**src/rtl/xclk_pkg.sv**
```systemverilog
`default_nettype none
// ============================================================================
// Module   : xclk_pkg
// Purpose  : Shared types and constants for the xclk status transmitter.
// Revision : 1.0 - initial release
// ============================================================================
package xclk_pkg;

    // Depth of the synchronizer on the returning acknowledge
    localparam int XCLK_SYNC_STAGES = 2;

    // Four-phase handshake state
    typedef enum logic [1:0] {
        IDLE  = 2'd0,
        SETUP = 2'd1,
        REQ   = 2'd2,
        DROP  = 2'd3
    } xclk_state_t;

endpackage
`default_nettype wire

```
**src/rtl/xclk_status_tx_if.sv**
```systemverilog
`default_nettype none
// ============================================================================
// Module   : xclk_status_tx_if
// Purpose  : Source-side valid/ready bus and far-side req/ack/data bundle
//            for the xclk status transmitter.
// Revision : 1.0 - initial release
// ============================================================================
interface xclk_status_tx_if #(
    parameter int WIDTH = 8
);
    logic             stat_valid;
    logic [WIDTH-1:0] stat_data;
    logic             stat_ready;
    logic             xreq;
    logic [WIDTH-1:0] xdata;
    logic             xack;

    // master: the transmitter itself
    modport master (
        input  stat_valid, stat_data, xack,
        output stat_ready, xreq, xdata
    );

    // slave: the status source and the far-domain receiver
    modport slave (
        output stat_valid, stat_data, xack,
        input  stat_ready, xreq, xdata
    );
endinterface
`default_nettype wire

```
**src/rtl/bit_sync.sv**
```systemverilog
`default_nettype none
// ============================================================================
// Module   : bit_sync
// Purpose  : Single-bit multi-flop synchronizer with asynchronous reset.
// Revision : 1.0 - initial release
// ============================================================================
module bit_sync #(
    parameter int STAGES = 2
) (
    input  wire logic clk,
    input  wire logic rst,
    input  wire logic i_d,
    output logic      o_q
);

    logic [STAGES-1:0] r_sync;

    // Shift the asynchronous input through the flop chain
    always_ff @(posedge clk or posedge rst) begin
        if (rst) begin
            r_sync <= '0;
        end else begin
            r_sync <= {r_sync[STAGES-2:0], i_d};
        end
    end

    assign o_q = r_sync[STAGES-1];

endmodule
`default_nettype wire

```
**src/rtl/xclk_status_tx.sv**
```systemverilog
`default_nettype none
// ============================================================================
// Module   : xclk_status_tx
// Purpose  : Transmitting end of a four-phase req/ack crossing that carries
//            a status word out of the out_clk domain. Acceptance is gated by
//            PLL lock, data is held for the whole handshake, stalled
//            handshakes are aborted and flagged.
// Options  : XCLK_TX_COALESCE_EN - one-deep pending register, newest wins,
//            adds the coalesce_count port.
// Revision : 1.0 - initial release
// ============================================================================
module xclk_status_tx
    import xclk_pkg::*;
#(
    parameter int WIDTH        = 8,
    parameter int SETUP_CYCLES = 1,
    parameter int TIMEOUT      = 1024
) (
    input  wire logic        out_clk,
    input  wire logic        rst,
    input  wire logic        locked,
    xclk_status_tx_if.master bus,
    output logic             busy,
    output logic             err,
    output logic [15:0]      xfer_count
`ifdef XCLK_TX_COALESCE_EN
    ,
    output logic [15:0]      coalesce_count
`endif
);

    localparam int SW = (SETUP_CYCLES > 0) ? $clog2(SETUP_CYCLES + 1) : 1;
    localparam int TW = $clog2(TIMEOUT);
    localparam logic [SW-1:0] C_SETUP_LAST = SW'(SETUP_CYCLES);
    localparam logic [TW-1:0] C_TO_LAST    = TW'(TIMEOUT - 1);

    xclk_state_t      r_state;
    logic             r_xreq;
    logic [WIDTH-1:0] r_xdata;
    logic [SW-1:0]    r_setup_cnt;
    logic [TW-1:0]    r_to_cnt;
    logic             r_err;
    logic             r_abort;
    logic [15:0]      r_xfer_cnt;

    logic             w_ack_s;
    logic             w_accept;
    logic             w_start;
    logic [WIDTH-1:0] w_start_data;

    bit_sync #(
        .STAGES (XCLK_SYNC_STAGES)
    ) u_ack_sync (
        .clk (out_clk),
        .rst (rst),
        .i_d (bus.xack),
        .o_q (w_ack_s)
    );

`ifdef XCLK_TX_COALESCE_EN
    logic [WIDTH-1:0] r_pend;
    logic             r_pend_vld;
    logic [15:0]      r_coal_cnt;
    logic             w_pend_take;
    logic             w_to_pend;

    // The source may offer a word at any time while locked; busy words park
    assign bus.stat_ready = locked & ~rst;
    assign w_accept       = bus.stat_valid & bus.stat_ready;
    // A parked word launches ahead of a fresh offer
    assign w_start        = r_pend_vld | w_accept;
    assign w_start_data   = r_pend_vld ? r_pend : bus.stat_data;
    assign w_pend_take    = r_pend_vld &
                            ((r_state == IDLE) | ((r_state == DROP) & ~w_ack_s));
    // Anything not launching straight from IDLE goes to the pending slot
    assign w_to_pend      = w_accept & ((r_state != IDLE) | r_pend_vld);

    // Pending slot: newest word wins, overwrites of an unsent word are counted
    always_ff @(posedge out_clk or posedge rst) begin
        if (rst) begin
            r_pend     <= '0;
            r_pend_vld <= 1'b0;
            r_coal_cnt <= '0;
        end else if (w_to_pend) begin
            r_pend     <= bus.stat_data;
            r_pend_vld <= 1'b1;
            if (r_pend_vld && !w_pend_take) begin
                r_coal_cnt <= r_coal_cnt + 16'd1;
            end
        end else if (w_pend_take) begin
            r_pend_vld <= 1'b0;
        end
    end

    assign coalesce_count = r_coal_cnt;
`else
    // Only an idle transmitter accepts, and only while the PLL is locked
    assign bus.stat_ready = locked & ~rst & (r_state == IDLE);
    assign w_accept       = bus.stat_valid & bus.stat_ready;
    assign w_start        = w_accept;
    assign w_start_data   = bus.stat_data;
`endif

    // Handshake FSM; xreq and xdata are driven straight from flops
    always_ff @(posedge out_clk or posedge rst) begin
        if (rst) begin
            r_state     <= IDLE;
            r_xreq      <= 1'b0;
            r_xdata     <= '0;
            r_setup_cnt <= '0;
            r_to_cnt    <= '0;
            r_err       <= 1'b0;
            r_abort     <= 1'b0;
            r_xfer_cnt  <= '0;
        end else begin
            case (r_state)
                IDLE: begin
                    if (w_start) begin
                        r_xdata     <= w_start_data;
                        r_setup_cnt <= '0;
                        r_state     <= SETUP;
                    end
                end
                SETUP: begin
                    if (r_setup_cnt == C_SETUP_LAST) begin
                        r_xreq   <= 1'b1;
                        r_to_cnt <= '0;
                        r_state  <= REQ;
                    end else begin
                        r_setup_cnt <= r_setup_cnt + 1'b1;
                    end
                end
                REQ: begin
                    // A real acknowledge wins over an expiring timer
                    if (w_ack_s) begin
                        r_xreq  <= 1'b0;
                        r_state <= DROP;
                    end else if (r_to_cnt == C_TO_LAST) begin
                        r_err   <= 1'b1;
                        r_abort <= 1'b1;
                        r_xreq  <= 1'b0;
                        r_state <= DROP;
                    end else begin
                        r_to_cnt <= r_to_cnt + 1'b1;
                    end
                end
                DROP: begin
                    // Leaving DROP closes a handshake; aborted ones are not counted
                    if (!w_ack_s) begin
                        if (!r_abort) begin
                            r_xfer_cnt <= r_xfer_cnt + 16'd1;
                        end
                        r_abort <= 1'b0;
`ifdef XCLK_TX_COALESCE_EN
                        if (r_pend_vld) begin
                            r_xdata     <= r_pend;
                            r_setup_cnt <= '0;
                            r_state     <= SETUP;
                        end else begin
                            r_state <= IDLE;
                        end
`else
                        r_state <= IDLE;
`endif
                    end
                end
                default: r_state <= IDLE;
            endcase
        end
    end

    assign bus.xreq   = r_xreq;
    assign bus.xdata  = r_xdata;
    assign busy       = (r_state != IDLE);
    assign err        = r_err;
    assign xfer_count = r_xfer_cnt;

endmodule
`default_nettype wire

```
**src/flat_wrapper.sv**
```systemverilog
// flat-port wrapper written by rule: the top's interface ports become plain ports
module xclk_status_tx_flat import xclk_pkg::*;
#(
    parameter int WIDTH        = 8,
    parameter int SETUP_CYCLES = 1,
    parameter int TIMEOUT      = 1024
)
  (out_clk, rst, locked, busy, err, xfer_count, bus_stat_valid, bus_stat_data, bus_xack, bus_stat_ready, bus_xreq, bus_xdata);
  xclk_status_tx_if #(.WIDTH(WIDTH)) bus_i ();
  input  wire logic out_clk;
  input  wire logic rst;
  input  wire logic locked;
  output logic busy;
  output logic err;
  output logic [15:0] xfer_count;
  input wire logic [$bits(bus_i.stat_valid)-1:0] bus_stat_valid;
  input wire logic [$bits(bus_i.stat_data)-1:0] bus_stat_data;
  input wire logic [$bits(bus_i.xack)-1:0] bus_xack;
  output wire logic [$bits(bus_i.stat_ready)-1:0] bus_stat_ready;
  output wire logic [$bits(bus_i.xreq)-1:0] bus_xreq;
  output wire logic [$bits(bus_i.xdata)-1:0] bus_xdata;
  assign bus_i.stat_valid = bus_stat_valid;
  assign bus_i.stat_data = bus_stat_data;
  assign bus_i.xack = bus_xack;
  assign bus_stat_ready = bus_i.stat_ready;
  assign bus_xreq = bus_i.xreq;
  assign bus_xdata = bus_i.xdata;
  xclk_status_tx #(.WIDTH(WIDTH), .SETUP_CYCLES(SETUP_CYCLES), .TIMEOUT(TIMEOUT)) u_core (.out_clk(out_clk), .rst(rst), .locked(locked), .bus(bus_i), .busy(busy), .err(err), .xfer_count(xfer_count));
endmodule
```
**config.mk**
```make
export PLATFORM = sky130hd
export DESIGN_NAME = xclk_status_tx_flat
export DESIGN_NICKNAME = d
export VERILOG_FILES = /design/src/rtl/xclk_pkg.sv /design/src/rtl/xclk_status_tx_if.sv /design/src/rtl/bit_sync.sv /design/src/rtl/xclk_status_tx.sv /design/src/flat_wrapper.sv
export SDC_FILE = /design/constraint.sdc
export NUM_CORES = 1
export LEC_CHECK = 0
export ABC_AREA = 1
export BUFFER_PORTS_ARGS = -buffer_cell sky130_fd_sc_hd__buf_2
export CAP_MARGIN = 25
export CELL_PAD_IN_SITES_DETAIL_PLACEMENT = 2
export CELL_PAD_IN_SITES_GLOBAL_PLACEMENT = 2
export CORE_ASPECT_RATIO = 0.75
export CORE_MARGIN = 4
export CORE_UTILIZATION = 34
export DETAILED_ROUTE_END_ITERATION = 10
export PLACE_DENSITY_LB_ADDON = 0.3
export SLEW_MARGIN = 20
export SYNTH_ARGS = -nofsm -noshare
export SYNTH_HDL_FRONTEND = slang
export SYNTH_SLANG_ARGS = --single-unit
```
**constraint.sdc**
```tcl
create_clock -name out_clk -period 2.2 [get_ports out_clk]
set_input_delay 0.11 -clock out_clk [delete_from_list [all_inputs] [get_ports out_clk]]
set_output_delay 0.11 -clock out_clk [all_outputs]
set_load 0.02 [all_outputs]
```
Word level (Yosys, flattened, before mapping):

Cells that the tools add are included.

* input port bits: 13
* flip-flop bits (word level): 42
* output and inout bits: 28
* logic and storage cells: 63

* equal/unequal tests: 11
* bitwise operators: 6
* $add $sub $neg: 3
* reductions and logical operators: 13
* muxes and demuxes: 21

Operators by type and width (number)
* $mux W10: 3
* $pmux W10 S2: 1
* $add A16 B1 Y16 const B: 1
* $reduce_and A4 Y1: 3
* $add A10 B1 Y10 const B: 1
* $eq A10 B10 Y1 const B: 1
* $mux W2: 5
* $reduce_and A3 Y1: 3
* $mux W1: 8
* $pmux W2 S4: 1
* $reduce_bool A2 Y1: 4
* $ne A2 B1 Y1 const B: 3
* $ne A2 B2 Y1 const B: 3
* $pmux W1 S2: 3
* $eq A2 B2 Y1 const B: 2
* $reduce_and A2 Y1: 2
* $and A1 B1 Y1: 3
* $ne A3 B2 Y1 const B: 1
* $not A1 Y1: 3
* $eq A2 B1 Y1 const B: 1
* $logic_not A2 Y1: 1
* $add A1 B1 Y1 const B: 1

Depth between registers and ports, before layout:

* depth after elaboration: 6
* gate-level depth with buffers: 9
* mapped depth without buffers: 9

Cells and area by module:

From an unflattened synthesis, not the netlist that was laid out.

* cells, all modules: 284
* area total of the unflattened synthesis: 2215.9 µm²

Modules (own cells, without submodules)
* xclk_status_tx: area an instance 2162.1 µm², seq. area each 1001.0 µm², cells each 281, times used 1
* bit_sync: area an instance 53.8 µm², seq. area each 50.0 µm², cells each 3, times used 1

Worst setup path after synthesis:

No wires, ideal clock.

* kind: in2reg
* start: input rst
* end: register u_core.r_setup_cnt
* data arrival time: 1.890 ns
* path buffers: 0
* data required time: 2.079 ns
* setup time: 0.121 ns
* slack: 0.189 ns
* stages: 5
* path through: inv_1 > nand2_1 > nor3_4 > inv_2 > a22o_1

* cells in the longest elaborated chain, start to end: 6

Ends and longest elaborated chain
* start, declared: RTL line flat_wrapper.sv:11 `input wire logic rst;`
* $not A1 Y1: RTL line xclk_status_tx.sv:98 `assign bus.stat_ready = locked & ~rst & (r_state == IDLE);`
* $and A1 B1 Y1 (2 in series): RTL line xclk_status_tx.sv:98
* $and A1 B1 Y1: RTL line xclk_status_tx.sv:99 `assign w_accept = bus.stat_valid & bus.stat_ready;`
* $ne A2 B1 Y1 (no line)
* $reduce_and A2 Y1 (no line)
* end signal, assigned: RTL line xclk_status_tx.sv:130 `r_setup_cnt <= r_setup_cnt + 1'b1;`
* end, declared: RTL line xclk_status_tx.sv:40 `logic [SW-1:0] r_setup_cnt;`

No other way between the ends.
A chain may end at the register's enable or synchronous reset.

Worst setup path in the final report:

* start: register u_core.r_state[0]
* end: register u_core.r_to_cnt[3]

* cells in the longest elaborated chain, start to end: 3
* elaborated cells between the ends (all ways): 8
* classes of those cells: 5 x eq/ne; 1 x mux; 2 x reduce/logical

Ends and longest elaborated chain
* start, declared: RTL line xclk_status_tx.sv:37 `xclk_state_t r_state;`
* start signal, assigned: RTL line xclk_status_tx.sv:107 `r_state <= IDLE;`
* start signal, assigned: RTL line xclk_status_tx.sv:121 `r_state <= SETUP;`
* start signal, assigned: RTL line xclk_status_tx.sv:128 `r_state <= REQ;`
* $eq A2 B2 Y1 or $eq A2 B1 Y1 (tied branches): RTL line xclk_status_tx.sv:116 `case (r_state)`
* $ne A2 B2 Y1 (no line), or another cell as far along
* $reduce_and A4 Y1 (no line)
* end signal, assigned: RTL line xclk_status_tx.sv:144 `r_to_cnt <= r_to_cnt + 1'b1;`
* end, declared: RTL line xclk_status_tx.sv:41 `logic [TW-1:0] r_to_cnt;`

Parallel ways exist; a longest one is shown, timed or not.

==> impl_metrics.sql <==
INSERT INTO impl_metrics (metric_group, metric, value, unit) VALUES
('critical_path', 'critical_path.reg2reg.endpoint', 'u_core.r_to_cnt[3]$_DFFE_PP0P_', ''),
('detailed_routing', 'antenna_violating_nets_post_route', '0', ''),
('floorplanning', 'rows', '25', ''),
('timing', 'final_max_slew_viol_count', '0', ''),
('power_and_ir_drop', 'total_switching_power', '1.17', 'mW'),
('finish', 'areaGrowthSynthToFinish', '21.1', '%'),
('critical_path', 'path_class', 'reg2reg', ''),
('critical_path', 'setup.worst_path.start_class', 'flip-flop', ''),
('floorplanning', 'die_w', '102', 'um'),
('global_route', 'grt_first_pass_wirelength', '11600', 'um'),
('detailed_routing', 'post_drt_wl_per_cell', '15.8', 'um'),
('timing', 'clock_period_minus_worst_slack', '1870', 'ps'),
('critical_path', 'setup.worst_path.start', 'u_core.r_state[0]$_DFFE_PP0P_', ''),
('timing', 'max_clock_freq', '0.534', 'GHz'),
('floorplanning', 'io-pin-count', '41', ''),
('finish', 'antenna_cells', '0', ''),
('synthesis', 'synth_sequential_area_ratio', '47.0', '%'),
('timing', 'totalNegativeSetupSlack', '0', 'ps'),
('synthesis', 'synth.largest_area_cell', 'sky130_fd_sc_hd__dfrtp_1', ''),
('critical_path', 'critical_path.endpoint', 'u_core.r_to_cnt[3]$_DFFE_PP0P_', ''),
('finish', 'design.final.nets', '358', ''),
('power_and_ir_drop', 'pwr-share-comb', '39.5', '%'),
('power_and_ir_drop', 'p_int', '1.63', 'mW'),
('timing', 'report.final.hold_viol_count', '0', ''),
('critical_path', 'timing.rr.start', 'u_core.r_state[0]$_DFFE_PP0P_', ''),
('synthesis', 'synth_area', '2240', 'um2'),
('detailed_routing', 'met2WireLength', '3170', 'um'),
('timing', 'relSlewSlack', '63.5', '%'),
('global_route', 'global_route.overflow_total', '0', ''),
('power_and_ir_drop', 'pwr-share-clk', '22.4', '%'),
('synthesis', 'synth_ff_type', 'sky130_fd_sc_hd__dfrtp_1', ''),
('worst_hold_path', 'worst_hold_path_type', 'in2reg', ''),
('cts', 'cts.reportedPaths.clkPinSlew', '90', 'ps'),
('synthesis', 'postSynthAreaPerCell', '7.85', 'um2'),
('critical_path', 'timing.critical_path.arrival', '2060', 'ps'),
('cts', 'cts.repair_timing.setup_buffer_count', '0', ''),
('power_and_ir_drop', 'p_leak', '1.48', 'nW'),
('cts', 'clk_root_buffer_cell', 'sky130_fd_sc_hd__clkbuf_8', ''),
('synthesis', 'synthTopCellsByCount', 'sky130_fd_sc_hd__nand2_1, sky130_fd_sc_hd__dfrtp_1, sky130_fd_sc_hd__nor2_1, sky130_fd_sc_hd__inv_1, sky130_fd_sc_hd__nand3_1', ''),
('synthesis', 'synth_net_count', '305', ''),
('synthesis', 'share_of_async_settable_or_async_resettable_flops_after_synthesis', '100', '%'),
('run', 'number_of_max_cap_violations', '0', ''),
('detailed_routing', 'met3RoutedLength', '275', 'um'),
('synthesis', 'synth-warning-count', '0', ''),
('timing', 'final.setup_skew', '9.72', 'ps'),
('detailed_routing', 'drt_first_pass_iters', '4', ''),
('global_route', 'antenna_found_initial', '0', ''),
('synthesis', 'synthDominantCellAreaShare', '47.0', '%'),
('floorplanning', 'initial_core_util', '35.2', '%'),
('detailed_routing', 'route.top_layer_used', 'met4', ''),
('finish', 'num-fill-cells', '767', ''),
('power_and_ir_drop', 'switching_share', '41.7', '%'),
('synthesis', 'synth_cell_types', '27', ''),
('finish', 'layout-drive-gt1-share', '20.6', '%'),
('detailed_routing', 'wirelength_met1', '3110', 'um'),
('critical_path', 'critical_path_required', '2380', 'ps'),
('global_route', 'global_router_s_overall_resource_usage', '18.7', '%'),
('timing', 'finalSetupViolCount', '0', ''),
('global_route', 'number_of_global_route_vias_before_repair', '2235', ''),
('critical_path', 'ff2ff_setup_slack', '330', 'ps'),
('cts', 'cts.path.max_buffers', '2', ''),
('detailed_routing', 'finalWirelength', '6630', 'um'),
('place', 'finalWeightedCongestion', '0.781', ''),
('place', 'detailedPlacementHpwl', '5110', 'um'),
('critical_path', 'critical_path.max_fanout', '15', ''),
('synthesis', 'synth_cells', '285', ''),
('floorplanning', 'core-area', '6350', 'um2'),
('cts', 'cts_htree_levels', '2', ''),
('finish', 'final-instance-count-excl-fill', '420', ''),
('synthesis', 'synth_most_common_cell', 'sky130_fd_sc_hd__nand2_1', ''),
('status', 'outcome', 'finished clean', '');
[worst max-delay path: stages, from the launching register on]
cell                      delay (ps)
sky130_fd_sc_hd__dfrtp_1         420
sky130_fd_sc_hd__inv_1           140
sky130_fd_sc_hd__ha_2            400
sky130_fd_sc_hd__inv_2           110
sky130_fd_sc_hd__nor2_1          200
sky130_fd_sc_hd__nand2_2         140
sky130_fd_sc_hd__nand2_4         120
sky130_fd_sc_hd__nand2_8          80
sky130_fd_sc_hd__nand2_1          70
sky130_fd_sc_hd__nand2_1          70
[through the flow]
stage / worst slack (ps) / instance area [um2] / hold WS (ps) / power (mW)
6_report: 326 / 2710 / 15.0 / 2.80
5_1_grt: 152 / 2710 / 6.95 / 3.01
4_1_cts: 122 / 2710 / 3.12 / 2.84
3_5_place_dp: 151 / 2560 / 220 / 2.18
3_3_place_gp: 403 / 2560 / 219 / 2.11
2_1_floorplan: 189 / 2240 / 141 / 1.79
[logic make-up (layout without fill, tap and decap cells)]
logic type               count (synthesis)  after routing  synth area share, %
flip-flops                              42             42                 47.0
buffers and inverters                   31             85                 5.26
adder cells (fa/ha/maj)                  7              7                 3.91
XOR/XNOR                                11             11                 4.31
AO/OA/AOI/OAI                           17             17                 4.19
AND/OR/NAND/NOR                        177            177                 35.3
[final cells by class]
type                    count  area (um2)  share of cell area [%]
multi-input cells         212        1070                    39.5
flip-flops and latches     42        1050                    38.8
repair buffers             47         263                    9.70
inverters                  30         113                    4.16
well taps                  81         101                    3.74
clock buffers               6        72.6                    2.68
clock inverters             2        37.5                    1.39
[metal layers]
| layer | vias to the layer above | global-route usage (%) |
|---|---|---|
| met4 | 0 | 4.78 |
| met2 | 35 | 30.9 |
| li1 | 991 | - |
| met1 | 1015 | 24.9 |
| met3 | 4 | 3.91 |
| met5 | - | 0 |
[placed cells by master, fill, tap and decap left out, drive strengths merged, types with 2 or more instances in the layout]
| cell type | netlist | routed |
|---|---|---|
| xor2 | 6 | 6 |
| a21oi | 3 | 3 |
| buf | 1 | 43 |
| o21ai | 11 | 11 |
| inv | 30 | 29 |
| nor3 | 4 | 4 |
| ha | 7 | 7 |
| dlygate4sd3 | 0 | 4 |
| nor2 | 36 | 36 |
| nand2 | 118 | 118 |
| nand3 | 13 | 13 |
| clkbuf | 0 | 6 |
| nand3b | 2 | 2 |
| dfrtp | 42 | 42 |
| xnor2 | 5 | 5 |
| nand4 | 3 | 3 |
[power by group through the flow]
stage               clock network [mW]  logic, mW  registers (mW)
global placement                     0       1.04            1.07
detailed placement                   0       1.10            1.08
CTS                              0.646       1.12            1.07
floorplan                            0      0.591            1.19
finish                           0.626       1.11            1.07
global route                     0.686       1.23            1.09
[registers in the layout (all words and copies together), names as in the netlist]
name / cells
u_core.bus.xreq: 1
u_core.err: 1
u_core.xfer_count: 16
u_core.r_abort: 1
u_core.bus.xdata: 8
u_core.r_to_cnt: 10
u_core.r_setup_cnt: 1
u_core.r_state: 2
u_core.u_ack_sync.r_sync: 2
[how the worst min path moves through the flow]
stage / from / endpoint / slack, ps / depth (start not counted)
floorplan: bus_xack / u_core.u_ack_sync.r_sync[0]$_DFF_PP0_ / 140 / 0
global placement: bus_xack / u_core.u_ack_sync.r_sync[0]$_DFF_PP0_ / 220 / 1
detailed placement: bus_xack / u_core.u_ack_sync.r_sync[0]$_DFF_PP0_ / 220 / 1
CTS: bus_stat_data[4] / u_core.bus.xdata[4]$_DFFE_PP0P_ / 3 / 3
global route: bus_stat_data[7] / u_core.bus.xdata[7]$_DFFE_PP0P_ / 7 / 3
finish: bus_stat_data[7] / u_core.bus.xdata[7]$_DFFE_PP0P_ / 10 / 3
[what timing repair did]
action | CTS | global route
setup endpoints to repair | 0 | 10
resized for setup | 0 | 1
hold endpoints to repair | 45 | 0
hold buffers | 4 | 0
Power figures use the tool's default switching activity.
